**src/rtl/register_stack.sv**
```systemverilog
// register_stack: LIFO stack of DataWidth-bit words with a registered top-of-stack.
// Push/Pop are active-low and level-sensitive. Each sampled cycle is one operation.
// Overflow and Underflow are sticky until Reset.
module register_stack #(
  parameter int DataWidth = 16,
  parameter int Depth     = 8,
  parameter int AddrWidth = 3
) (
  input  logic                 Clk,
  input  logic                 Reset,
  input  logic                 Push,
  input  logic                 Pop,
  input  logic [DataWidth-1:0] DIn,
  output logic [DataWidth-1:0] DOut,
  output logic [AddrWidth:0]   Count,
  output logic                 Empty,
  output logic                 Full,
  output logic                 Overflow,
  output logic                 Underflow
);

  localparam logic [AddrWidth:0]   CountZero  = '0;
  localparam logic [AddrWidth:0]   CountOne   = (AddrWidth+1)'(1);
  localparam logic [AddrWidth:0]   DepthCount = (AddrWidth+1)'(Depth);
  localparam logic [AddrWidth-1:0] AddrOne    = AddrWidth'(1);
  localparam logic [AddrWidth-1:0] AddrTwo    = AddrWidth'(2);
  localparam logic [DataWidth-1:0] DataZero   = '0;

  // Storage is never read before an entry is pushed, so it carries no reset.
  logic [DataWidth-1:0] mem_r [Depth];

  logic [AddrWidth:0]   count_r;
  logic [DataWidth-1:0] dout_r;
  logic                 overflow_r;
  logic                 underflow_r;

  logic [AddrWidth:0]   count_s;
  logic [DataWidth-1:0] dout_s;
  logic                 overflow_s;
  logic                 underflow_s;
  logic                 we_s;
  logic [AddrWidth-1:0] waddr_s;
  logic                 push_req_s;
  logic                 pop_req_s;
  logic                 empty_s;
  logic                 full_s;
  logic [AddrWidth-1:0] lo_s;
  logic [AddrWidth-1:0] top_idx_s;
  logic [AddrWidth-1:0] below_idx_s;

  assign push_req_s  = ~Push;
  assign pop_req_s   = ~Pop;
  assign empty_s     = (count_r == CountZero);
  assign full_s      = (count_r == DepthCount);
  // Depth is a power of two, so modulo-Depth slot arithmetic is exact here.
  assign lo_s        = count_r[AddrWidth-1:0];
  assign top_idx_s   = lo_s - AddrOne;
  assign below_idx_s = lo_s - AddrTwo;

  // Decode the request pair into next count, top-of-stack, flags and storage write.
  always_comb begin
    count_s     = count_r;
    dout_s      = dout_r;
    overflow_s  = overflow_r;
    underflow_s = underflow_r;
    we_s        = 1'b0;
    waddr_s     = lo_s;
    case ({push_req_s, pop_req_s})
      2'b10: begin
        if (!full_s) begin
          we_s    = 1'b1;
          waddr_s = lo_s;
          count_s = count_r + CountOne;
          dout_s  = DIn;
        end else begin
          overflow_s = 1'b1;
        end
      end
      2'b01: begin
        if (!empty_s) begin
          count_s = count_r - CountOne;
          if (count_r > CountOne) begin
            dout_s = mem_r[below_idx_s];
          end else begin
            dout_s = DataZero;
          end
        end else begin
          underflow_s = 1'b1;
        end
      end
      2'b11: begin
        if (!empty_s) begin
          // Replace the top in place; no flag changes even when full.
          we_s    = 1'b1;
          waddr_s = top_idx_s;
          dout_s  = DIn;
        end else begin
          // Nothing to pop, so this degrades to a plain push without Underflow.
          we_s    = 1'b1;
          waddr_s = lo_s;
          count_s = CountOne;
          dout_s  = DIn;
        end
      end
      default: begin
        count_s = count_r;
      end
    endcase
  end

  // Control state: count, registered top-of-stack and sticky error flags.
  always_ff @(posedge Clk or negedge Reset) begin
    if (!Reset) begin
      count_r     <= CountZero;
      dout_r      <= DataZero;
      overflow_r  <= 1'b0;
      underflow_r <= 1'b0;
    end else begin
      count_r     <= count_s;
      dout_r      <= dout_s;
      overflow_r  <= overflow_s;
      underflow_r <= underflow_s;
    end
  end

  // Storage write port for pushes and top replacement.
  always_ff @(posedge Clk) begin
    if (we_s) begin
      mem_r[waddr_s] <= DIn;
    end
  end

  assign DOut      = dout_r;
  assign Count     = count_r;
  assign Empty     = empty_s;
  assign Full      = full_s;
  assign Overflow  = overflow_r;
  assign Underflow = underflow_r;

endmodule

```
**config.mk**
```make
export PLATFORM = sky130hd
export DESIGN_NAME = register_stack
export DESIGN_NICKNAME = d
export VERILOG_FILES = /design/src/rtl/register_stack.sv
export SDC_FILE = /design/constraint.sdc
export NUM_CORES = 1
export LEC_CHECK = 0
export ABC_AREA = 0
export CAP_MARGIN = 0
export CORE_ASPECT_RATIO = 1.4
export CORE_MARGIN = 2
export CORE_UTILIZATION = 60
export CTS_BUF_LIST = sky130_fd_sc_hd__clkbuf_16
export CTS_CLUSTER_DIAMETER = 30
export DETAILED_ROUTE_END_ITERATION = 8
export HOLD_SLACK_MARGIN = 0.06
export PLACE_DENSITY = 0.81
export SYNTH_ARGS = -nofsm -noshare
export SYNTH_HDL_FRONTEND = slang
export SYNTH_SLANG_ARGS = --single-unit
```
**constraint.sdc**
```tcl
create_clock -name Clk -period 7.5 [get_ports Clk]
set_input_delay 1.5 -clock Clk [delete_from_list [all_inputs] [get_ports Clk]]
set_output_delay 1.5 -clock Clk [all_outputs]
set_load 0.05 [all_outputs]
```
== Word level (Yosys, flattened, before mapping) ==
Memory sizes are Yosys's and may differ from the RTL's.
Index checks and enable logic that the tools add are counted.
Storage, ports and cells
  flip-flop bits (word level): 22
  latch bits: 0
  bits in writable memories: 128
  memory bits (read-only): 0
  bits of input ports: 20
  output and inout port bits: 24
  word-level logic and storage cells: 39
  memories kept: 1
Memory list
  mem_r: words 8, bits a word 16, read ports 1, clocked after Yosys merged registers in 0, wr ports 1, RTL line 30  | logic [DataWidth-1:0] mem_r [Depth];
Operators by class
  add/sub/neg operators: 4
  multiply operators: 0
  div/mod/pow operators: 0
  $lt $le $gt $ge: 1
  equal/unequal tests: 7
  shift operators: 0
  multiplexer cells: 14
  bitwise gates (word level): 2
  reductions and logical operators: 6
Operators by type and width (count)
  16-bit 2-to-1 mux: 3
  16-bit one-hot mux with 3 select lines: 1
  4-bit 2-to-1 mux: 3
  4-bit one-hot mux with 3 select lines: 1
  3-bit 2-to-1 mux: 2
  2-bit != test (second input constant): 3
  4-bit by 1-bit adder with 4-bit output (second input constant): 1
  2-bit == test (second input constant): 2
  4-bit == test (second input constant): 1
  4-bit by 1-bit > comparator with 1-bit output (second input constant): 1
  4-bit logical NOT: 1
  2-bit AND reduction: 2
  4-bit AND reduction: 1
  4-bit by 1-bit subtractor with 4-bit output (second input constant): 1
  1-bit 2-to-1 mux: 3
  3-bit AND reduction: 1
  3-bit nonzero test: 1
  3-bit by 1-bit subtractor with 3-bit output (second input constant): 1
  3-bit by 2-bit subtractor with 3-bit output (second input constant): 1
  2-bit by 1-bit == test with 1-bit output (second input constant): 1
  1-bit inverter: 2
  1-bit one-hot mux with 2 select lines: 1

== Logic depth before layout (Yosys ltp) ==
Gate-level depths: netlist of run 1.
  word-level depth: 5
  mapped depth: 9
  depth with buffers taken out: 6

== Worst setup path after synthesis of run 1 ==
No wires, ideal clock.
  kind: flip-flop to flip-flop
  from: register count_r[1], in the netlist Count[1]
  to: memory mem_r[2][0], enable pin
  library setup time: 409 ps
  data arrival time: 3866 ps
  data required time: 7091 ps
  slack: 3225 ps
  cell stages (with the launch flop): 8
  path buffers: 1
  period minus slack after synthesis: 4275 ps
  cells stage by stage: dfrtp_1 > inv_1 > clkbuf_1 > ha_1 > nor3b_4 > nor3_1 > mux2_2 > nor3_1
On the way
  elaborated cells between the ends (all ways): 9
  those cells by class: 1 x add/sub; 1 x eq/ne; 6 x mux; 1 x reduce/logical
RTL lines
  start, declared: RTL line 32  | logic [AddrWidth:0] count_r;
  start signal, assigned: RTL line 114  | count_r <= CountZero;
  start signal, assigned: RTL line 119  | count_r <= count_s;
  4-bit logical NOT: RTL line 53  | assign empty_s = (count_r == CountZero);
  named net Empty: RTL line 16  | output logic Empty,
  3-bit 2-to-1 mux: RTL line 92  | if (!empty_s) begin
  3-bit 2-to-1 mux
  end, declared: RTL line 30
The timed path passes the listed nets, and every way through them passes these cells.

== Worst setup path after layout of run 1 ==
  from: register count_r[0], in the netlist Count[0]
  to: output port Empty
On the way
  word-level cells in the longest chain between the ends: 1
Ends and longest elaborated chain (RTL line)
  4-bit logical NOT: 53
  end, declared: 16
No other way between the ends.

==> impl_results.md, run 1 <==
* Run status: complete, no violations
* HP Start: Underflow
* Synth Area in Simple Gates at 0.0447
* FMAX at 224 MHz
* First-pass GRT wire length at 19300 microns
* Port Buffers at 43
* Least-Margin Pin Slew at 1000 ps
* Max FO, Critical Path at 39
* Tmin final at 4470 ps
* Mux cell area share after synthesis at 0.151
* Final worst-path setup slack at 3030 ps
* Arr. time, crit path at 2970 ps
* Avg Cell Area, Syn at 18.3 sq um
* Hold Path Class: flop to flop
* Gr usage total at 0.254
* Mapped Area at 6130 sq um
* Clk_skew at 10.9 ps
* FF-to-FF setup slack at 3890 ps
* R2R cell count at 8
* Crit share post-route at 0.595
* Netlist cell types at 41
* Rows at 43
* Setup violators final at 0
* Wirelength, routed at 12700 microns
* Clk root buf: clkbuf_16
* Switch share at 0.350
* Worst slack, placed at 3260 ps
* CTS tree: yes
* Fin. Hold Viols at 0
* Complex-gate fraction of the synthesized area at 0.0533
* # clock sinks at 150
* Most common cell after layout, fill and taps aside: edfxtp_1
* Setup crit end kind: primary output
* Switching power at 1110 uW
* DRT Pass-1 Iters at 5
* Met1 Usage GRT at 0.308
* FF-to-FF Start: Count[0]
* H-tree depth at 4
* Slowest cell on the critical path: clkdlybuf4s50_1
* CP startpoint kind: flop
* Top Ports at 44
* Hold buffers post-CTS at 0
* Slew Limit Fails at 0
* Met3 GRT Util at 0.0577
* Flops & latches, synth at 150
* Congestion Overflow GR at 0
* Layout Utilization at 0.739
* WL/cell at 23.6 microns
* Cts repair resizes at 0
* Initial antenna violation count at 0
* Clock share of power at 0.253
* Worst r2r dst: mem_r[6][9]
* Remaining antenna violation count after routing at 0
* Ant diodes at 0
* Post-synthesis xor/xnor area fraction at 0.00143
* Area Overhead vs Synth at 20.0%
* Most frequent cells in the layout: edfxtp_1 (128), clkdlybuf4s50_1 (43), nand2_1 (37)
* Post-synthesis sequential area ratio at 0.717
* Vias per Instance at 6.22
* Nets@finish at 417
* Buf/Inv on CP at 3
* Post-CTS Setup Bufs at 0
* DRT iter0 DRCs at 274
* Die area at 11000 sq um
* Reg power frac at 0.365
* Worst vdd ir at 239 uV
* Synth warn at 0
* Delay of the slowest cell on the worst path at 880 ps
* Die Height at 124 microns
* Register clock-pin slew on the reported worst setup and hold paths at 60 ps
* P_int at 2060 uW
* Core area at 9950 sq um
* Fillcell total at 583
* Share of post-route cells with drive strength above 1 at 0.226
* CTS Buf Count at 17
* Worst Hold Path Cells at 1
* Grt peak-use layer: met2
* Largest family of logic cells by synthesized area: multiplexers
* Skew-Pair Late Insertion Delay at 420 ps
* Via count at 3347
* Design Power at 3170 uW
* Pin count of the biggest net entering global routing at 40
* # DRC at 0
* Hpwl dp at 7750 microns
* Max-cap violation count at 0
* PwrDens at 431 nW/um^2
* Hold Path Sink: Underflow
* Worst EP required at 6000 ps
* Vias in the first global route at 3521
* GR met2 Demand/Resource at 0.426
* CP Class: flop to primary output
* Syn Nets at 361
* Initial core utilization at 0.616
* RSZ-0062 raised after global routing: false
* Adder-cell share of the synthesized area at 0.0143
* Combinational Power Share at 0.382
* Worst slew margin at 0.328
* Routability-driven placement congestion ratio at 0.916
* Cells after synthesis at 334
* Lkg Pwr at 0.00255 uW
* Die extent in x at 89.4 microns
* Kind of cell adding the most delay to the critical path: buffers and inverters
* Setup_tns at 0 ps
* Critical-path cell list: buf_4 -> inv_1 -> ha_1 -> nor3b_4 -> clkdlybuf4s50_1
* Clock Tree Buf Depth at 2
==> worst max path at each step <==
stage	startpoint	to	slack, ps	cells past startpoint
final	Count[0]	Empty	3030	5
after global routing	Count[0]	Empty	2850	5
after CTS	Count[0]	Empty	3010	5
after detailed placement	Pop	mem_r[6][7]	3260	5
after global placement	Pop	mem_r[7][12]	3370	6
after floorplan	Count[1]	mem_r[2][0]	3220	7
==> stage by stage <==
stage / hold WS [ps] / cell area [sq um] / std cells
final: 479 / 7350 / 538
after CTS: 484 / 7350 / 538
after detailed placement: 470 / 6790 / 506
after global placement: 470 / 6790 / 506
after global routing: 499 / 7350 / 538
after floorplan: 751 / 6130 / 334
==> cell usage after synthesis (all sizes together) <==
cell type,n,area share
mux2,2,0.0037
nor3,10,0.0082
o311ai,1,0.0027
a211oi,1,0.0012
nand3,2,0.0016
mux4,32,0.12
a21bo,1,0.0016
and3b,1,0.0014
o32a,1,0.0016
buf,10,0.0092
inv,6,0.0037
o21ai,3,0.0031
xnor2,1,0.0014
nand4b,1,0.0014
a2111oi,1,0.0014
nand2b,2,0.0020
o21a,1,0.0012
o221ai,16,0.023
nor3b,1,0.0031
o211ai,2,0.0024
nand4,1,0.0010
nor4,1,0.0010
nor2,2,0.0012
ha,7,0.014
mux2i,18,0.029
a31o,2,0.0029
clkbuf,9,0.0055
nand2,37,0.023
dfrtp,22,0.090
o32ai,1,0.0014
nor2b,1,0.0010
o22ai,1,0.0010
a31oi,1,0.0010
a21oi,4,0.0033
a41oi,2,0.0029
edfxtp,128,0.63
a211o,1,0.0014
a21o,1,0.0012
==> registers in the layout, summed over array words and instances (netlist names) <==
name	count
Underflow	1
Count	4
mem_r	128
DOut	16
Overflow	1
==> cells by family (layout without fill, tap and decap cells) <==
group / Yosys count / count (layout)
compound gates: 40 / 40
fa+ha+maj: 7 / 7
buf+inv: 25 / 94
flops: 150 / 150
mux: 52 / 52
simple gates: 59 / 59
xor+xnor: 1 / 1
==> final cells by class <==
cell class	count	area, sq um	share of cell area
well taps	135	169	0.0230
clock buffers	17	425	0.0579
multi-input cells	159	1670	0.227
repair buffers	56	528	0.0718
flip-flops and latches	150	4400	0.598
clock inverters	15	140	0.0191
inverters	6	22.5	0.00306
==> power groups by stage <==
stage | combinational, uW | sequential (uW) | clock (uW)
6_report | 1210 | 1160 | 803
2_1_floorplan | 679 | 1340 | 0
3_5_place_dp | 1220 | 1170 | 0
3_3_place_gp | 1190 | 1160 | 0
4_1_cts | 1230 | 1160 | 814
5_1_grt | 1290 | 1170 | 843
==> layer usage <==
layer | part of all wire | vias up
met1 | 0.36 | 1716
li1 | - | 1470
met2 | 0.54 | 137
met4 | 0.024 | 0
met5 | 0 | -
met3 | 0.067 | 24
==> worst register-to-register path: cells and delay by family, from the launching register on <==
family	cells	cell delay, ps
muxes	1	440
buffers and inverters	3	1160
adders and majority gates	1	330
and+or+nand+nor	3	1050
DFF	1	340
(Power assumes the default switching activity.)
==> run 2, diff against run 1 <==
--- a/config.mk
+++ b/config.mk
@@ -9,12 +9,12 @@
 export CAP_MARGIN = 0
 export CORE_ASPECT_RATIO = 1.4
 export CORE_MARGIN = 2
-export CORE_UTILIZATION = 60
+export CORE_UTILIZATION = 58
 export CTS_BUF_LIST = sky130_fd_sc_hd__clkbuf_16
 export CTS_CLUSTER_DIAMETER = 30
 export DETAILED_ROUTE_END_ITERATION = 8
 export HOLD_SLACK_MARGIN = 0.06
-export PLACE_DENSITY = 0.81
+export PLACE_DENSITY = 0.79
 export SYNTH_ARGS = -nofsm -noshare
 export SYNTH_HDL_FRONTEND = slang
 export SYNTH_SLANG_ARGS = --single-unit
==> constraint.sdc (replaced) <==
create_clock -name Clk -period 4.2 [get_ports Clk]
set_input_delay 0.84 -clock Clk [delete_from_list [all_inputs] [get_ports Clk]]
set_output_delay 0.84 -clock Clk [all_outputs]
set_load 0.05 [all_outputs]
==> run 2 against run 1 <==
Non-clock buffer count increased by 3. Critical path depth decreased by 1. First-iteration DRC count decreased by 0.73%. Clock skew about the same. Die area increased by 3.3%. Critical endpoint unchanged. Largest cell class unchanged. Largest power group unchanged.
==> impl_results.md, run 2 (synthesized netlist as in run 1, its figures left out) <==
* Run status: complete, no violations
* WHS at 441 ps (-37.5 ps)
* Cts repair resizes at 0 (unchanged)
* Crit share post-route at 0.799
* Clock Tree Buf Depth at 2 (unchanged)
* Setup violators final at 0 (unchanged)
* H-tree depth at 4 (unchanged)
* Worst r2r dst: DOut[11]
* Worst vdd ir at 393 uV (+65%)
* Worst slew margin at 0.301 (-0.0271)
* Core area at 10300 sq um (+4.0%)
* Clk_skew at 10.5 ps (-0.455 ps)
* Crit path launch: Count[0]
* Vias in the first global route at 3474 (-1.3%)
* CTS tree: yes
* Hpwl dp at 7320 microns (-5.5%)
* Nets@finish at 420 (+0.72%)
* Combinational Power Share at 0.380 (-0.002)
* Worst EP required at 3360 ps (-2640 ps)
* Stages on worst setup path at 4 (-1)
* Design Power at 5690 uW (+80%)
* FMAX at 298 MHz
* Setup crit end kind: primary output
* Max FFs per register at 128 (unchanged)
* Routability-driven placement congestion ratio at 0.910 (-0.64%)
* First-pass GRT wire length at 19800 microns (+2.7%)
* PwrDens at 772 nW/um^2 (+79%)
* Via count at 3350 (+0.090%)
* Worst slack, placed at 857 ps (-2400 ps)
* Port Buffers at 43 (unchanged)
* Share of post-route cells with drive strength above 1 at 0.224 (-0.00167)
* Most flops, register: mem_r
* Die area at 11400 sq um (+3.3%)
* Ant diodes at 0 (unchanged)
* CTS Buf Count at 17 (unchanged)
* Pin count of the biggest net entering global routing at 39 (-2.5%)
* Clk root buf: clkbuf_16
* Most frequent cells in the layout: edfxtp_1 (128), clkdlybuf4s50_1 (42), nand2_1 (37)
* Switch share at 0.344 (-0.00644)
* Clock share of power at 0.256 (+0.003)
* Arr. time, crit path at 2520 ps (-450 ps)
* RSZ-0062 raised after global routing: false
* Wirelength, routed at 12800 microns (+0.70%)
* Max FO, Critical Path at 8 (-79%)
* Switching power at 1960 uW (+76%)
* # clock sinks at 150 (unchanged)
* Register clock-pin slew on the reported worst setup and hold paths at 60 ps (about the same)
* R2R cell count at 6 (-2)
* Worst setup path end: Empty
* Tmin final at 3360 ps
* Die extent in x at 90.9 microns (+1.6%)
* # DRC at 0 (unchanged)
* Gr usage total at 0.240 (-0.0136)
* Rows at 44 (+2.3%)
* Fillcell total at 671 (+15%)
* Reg power frac at 0.364 (about the same)
* Lkg Pwr at 0.00259 uW (+1.5%)
* Layout Utilization at 0.713 (-0.0255)
* WL/cell at 23.5 microns (-0.41%)
* Delay of the slowest cell on the worst path at 880 ps (about the same)
* Least-Margin Pin Slew at 1050 ps (+40.6 ps)
* Skew-Pair Late Insertion Delay at 410 ps (about the same)
* Top Ports at 44 (unchanged)
* CP Class: flop to primary output
* Slowest cell on the critical path: clkdlybuf4s50_1
* Slew Limit Fails at 0 (unchanged)
* DRT Pass-1 Iters at 4 (-1)
* Critical-path cell list: inv_1 -> ha_1 -> nor3b_4 -> clkdlybuf4s50_1
* Vias per Instance at 6.16 (-1.0%)
* Initial core utilization at 0.592 (-0.0236)
* Kind of cell adding the most delay to the critical path: buffers and inverters
* P_int at 3740 uW (+81%)
* Post-CTS Setup Bufs at 0 (unchanged)
* Congestion Overflow GR at 0 (unchanged)
* CP startpoint kind: flop
* Remaining antenna violation count after routing at 0 (unchanged)
* Fin. Hold Viols at 0 (unchanged)
* Max-cap violation count at 0 (unchanged)
* Most common cell after layout, fill and taps aside: edfxtp_1
* FF-to-FF Start: Count[1]
* Initial antenna violation count at 0 (unchanged)
* DRT iter0 DRCs at 272 (-0.73%)
* FF-to-FF setup slack at 1400 ps (-2490 ps)
* Area Overhead vs Synth at 20.4%
* Buf/Inv on CP at 2 (-1)
* Hold buffers post-CTS at 0 (unchanged)
* Hold Path Class: input pin to async pin
* Die Height at 126 microns (+1.7%)
* Final worst-path setup slack at 845 ps (-2190 ps)
run 2: cell types whose count changed in the layout (fill, tap and decap cells not counted):
cell and delta:
clkinv_4 -2, buf_4 +3, inv_1 +4, clkdlybuf4s50_1 -1, clkinvlp_4 -2, buf_2 +1, clkinv_2 -1, bufinv_16 +1
run 2: layout make-up:
cell class,count,area [sq um],area share
flip-flops and latches,150,4400,0.596
inverters,6,22.5,0.00305
clock inverters,15,148,0.0200
multi-input cells,159,1670,0.226
repair buffers,59,546,0.0739
clock buffers,17,425,0.0576
well taps,138,173,0.0234
run 2: power groups by stage:
stage / Sequential [uW] / Clock, uW / Combinational [uW]
floorplan: 2390 / 0 / 1220
global placement: 2080 / 0 / 2130
detailed placement: 2090 / 0 / 2160
CTS: 2070 / 1490 / 2180
global route: 2100 / 1550 / 2300
finish: 2070 / 1460 / 2160
run 2: stage by stage:
step                area, sq um  TNS (ps)  std cells
floorplan                  6140     -3610        334
global placement           6810         0        512
detailed placement         6810         0        512
CTS                        7380         0        544
global route               7380         0        544
finish                     7380         0        544
run 2: worst min path at each step:
stage | end | cells past startpoint
finish | Count[2] | 1
global route | DOut[15] | 1
global placement | Overflow | 1
detailed placement | DOut[4] | 2
CTS | DOut[2] | 2
floorplan | Count[0] | 0
run 2: metal layers:
layer  global-route usage  vias up  share of wire
met1                0.308     1695           0.39
met5                    0        -              0
met2                0.400      146           0.53
li1                     -     1484              -
met3               0.0484       25          0.055
met4                0.113        0          0.027
run 2: worst reg2reg max path, cell delays in order, from the launching register on:
cell	delay, ps
dfrtp_1	420
inv_1	90
buf_4	270
ha_1	300
o211ai_1	230
nand4_1	850
o221ai_1	540
==> run 3, diff against run 2 <==
--- a/config.mk
+++ b/config.mk
@@ -9,12 +9,12 @@
 export CAP_MARGIN = 0
 export CORE_ASPECT_RATIO = 1.4
 export CORE_MARGIN = 2
-export CORE_UTILIZATION = 58
+export CORE_UTILIZATION = 52
 export CTS_BUF_LIST = sky130_fd_sc_hd__clkbuf_16
 export CTS_CLUSTER_DIAMETER = 30
 export DETAILED_ROUTE_END_ITERATION = 8
 export HOLD_SLACK_MARGIN = 0.06
-export PLACE_DENSITY = 0.79
+export PLACE_DENSITY = 0.75
 export SYNTH_ARGS = -nofsm -noshare
 export SYNTH_HDL_FRONTEND = slang
 export SYNTH_SLANG_ARGS = --single-unit
==> constraint.sdc (replaced) <==
create_clock -name Clk -period 2.82 [get_ports Clk]
set_input_delay 0.564 -clock Clk [delete_from_list [all_inputs] [get_ports Clk]]
set_output_delay 0.564 -clock Clk [all_outputs]
set_load 0.05 [all_outputs]
==> run 3 against run 2 <==
Sequential share of layout area fell by 2.8 points. Critical path type is now flop to flop. Via count rose by 1.4%. Largest power group unchanged. Clock power rose by 62%. Flip-flop and latch count did not move. Combinational power rose by 65%. Non-clock buffer count rose by 14.
==> impl_results.md, run 3 (synthesized netlist as in run 1, its figures left out) <==
* Most flops, register: mem_r
* Max-cap violation count at 0 (unchanged)
* Clk_skew at 7.82 ps (-2.65 ps)
* Post-CTS Setup Bufs at 0 (unchanged)
* Die extent in x at 95.7 microns (+5.4%)
* Die area at 12700 sq um (+11%)
* Switch share at 0.345 (+0.00147)
* Layout Utilization at 0.680 (-0.0331)
* WHS at 473 ps (+32.1 ps)
* # DRC at 0 (unchanged)
* Area Overhead vs Synth at 26.5%
* Most common cell after layout, fill and taps aside: edfxtp_1
* CP startpoint kind: flop
* Kind of cell adding the most delay to the critical path: simple AND/OR/NAND/NOR gates
* FMAX at 376 MHz
* DRT Pass-1 Iters at 4 (unchanged)
* Design Power at 8970 uW (+58%)
* Port Buffers at 43 (unchanged)
* Congestion Overflow GR at 0 (unchanged)
* Setup violators final at 0 (unchanged)
* Run status: complete, no violations
* Setup_tns at 0 ps (unchanged)
* Critical-path cell list: inv_1 -> ha_4 -> nor3b_4 -> xnor2_2 -> o32a_4 -> nor3_4
* Register clock-pin slew on the reported worst setup and hold paths at 60 ps (about the same)
* Final worst-path setup slack at 160 ps (-684 ps)
* Combinational Power Share at 0.397 (+0.017)
* Most frequent cells in the layout: edfxtp_1 (128), clkdlybuf4s50_1 (40), nand2_1 (37)
* Worst slack, placed at -15.0 ps (-872 ps)
* Hold Path Class: flop to flop
* CTS Buf Count at 17 (unchanged)
* First-pass GRT wire length at 20200 microns (+1.7%)
* Wirelength, routed at 12900 microns (+0.64%)
* Tmin final at 2660 ps
* Worst EP required at 2860 ps (-500 ps)
* Crit share post-route at 0.943
* Arr. time, crit path at 2700 ps (+180 ps)
* Gr usage total at 0.224 (-0.0170)
* Clock share of power at 0.263 (+0.007)
* Fin. Hold Viols at 0 (unchanged)
* Clock Tree Buf Depth at 2 (unchanged)
* Core area at 11400 sq um (+10%)
* Rows at 46 (+4.5%)
* Pin count of the biggest net entering global routing at 38 (-2.6%)
* WL/cell at 22.8 microns (-2.9%)
* Routability-driven placement congestion ratio at 0.888 (-2.4%)
* Initial antenna violation count at 0 (unchanged)
* Slew Limit Fails at 0 (unchanged)
* Least-Margin Pin Slew at 949 ps (-96.0 ps)
* Vias per Instance at 6.02 (-2.2%)
* Max FO, Critical Path at 16 (+8)
* Die Height at 132 microns (+5.4%)
* Share of post-route cells with drive strength above 1 at 0.286 (+0.0616)
* H-tree depth at 4 (unchanged)
* Top Ports at 44 (unchanged)
* CTS tree: yes
* Vias in the first global route at 3652 (+5.1%)
* PwrDens at 1160 nW/um^2 (+50%)
* Nets@finish at 434 (+3.3%)
* Via count at 3398 (+1.4%)
* Hold buffers post-CTS at 0 (unchanged)
* Slowest cell on the critical path: nor3_4
* Cts repair resizes at 0 (unchanged)
* Reg power frac at 0.340 (-0.024)
* Initial core utilization at 0.538 (-0.0543)
* P_int at 5880 uW (+57%)
* Clk root buf: clkbuf_16
* RSZ-0062 raised after global routing: false
* Worst vdd ir at 640 uV (+63%)
* CP Class: flop to flop
* # clock sinks at 150 (unchanged)
* Delay of the slowest cell on the worst path at 700 ps (-180 ps)
* Setup crit end kind: flop
* Worst slew margin at 0.365 (+0.0640)
* Ant diodes at 0 (unchanged)
* DRT iter0 DRCs at 257 (-5.5%)
* Hpwl dp at 7800 microns (+6.5%)
* Skew-Pair Late Insertion Delay at 420 ps (about the same)
* Buf/Inv on CP at 1 (-1)
* Lkg Pwr at 0.00272 uW (+5.2%)
* Remaining antenna violation count after routing at 0 (unchanged)
* Switching power at 3100 uW (+58%)
* Max FFs per register at 128 (unchanged)
run 3: power by group through the flow:
stage               Clock, uW  Combinational, uW  Sequential (uW)
finish                   2360               3560             3060
floorplan                   0               2040             3560
CTS                      2400               3590             3060
detailed placement          0               3560             3100
global placement            0               3530             3070
global route             2500               3790             3090
run 3: final timing paths:
path | startpoint | to | slack, ps | cells after the start
max in group asynchronous | Reset | Count[0] | 2030 | 2
min in group asynchronous | Reset | Underflow | 510 | 2
worst min-delay path | Underflow | Underflow | 470 | 1
worst min register to register | Underflow | Underflow | 470 | 1
worst max register to register | Count[1] | mem_r[0][9] | 160 | 6
worst max-delay path | Count[1] | mem_r[0][9] | 160 | 6
run 3: layout make-up:
class	instances	area [sq um]
multi-input cells	159	1770
well taps	144	180
inverters	6	30.0
clock inverters	15	203
flip-flops and latches	150	4400
repair buffers	73	748
clock buffers	17	425
fillers	747	3650
run 3: metrics by stage:
step,cells,instance area [sq um]
6_report,564,7750
5_1_grt,564,7750
4_1_cts,564,7750
3_5_place_dp,532,7120
3_3_place_gp,532,7120
2_1_floorplan,334,6300
run 3: worst register-to-register path: stages (launching register included):
cell	delay [ps]
dfrtp_2	430
inv_1	130
ha_4	170
nor3b_4	300
xnor2_2	130
o32a_4	400
nor3_4	710
run 3: per-layer routing:
layer  global-route usage  routed length, microns
met1                0.270                    4970
met3               0.0541                     623
met5                    0                       0
met4                0.104                     416
met2                0.374                    6860
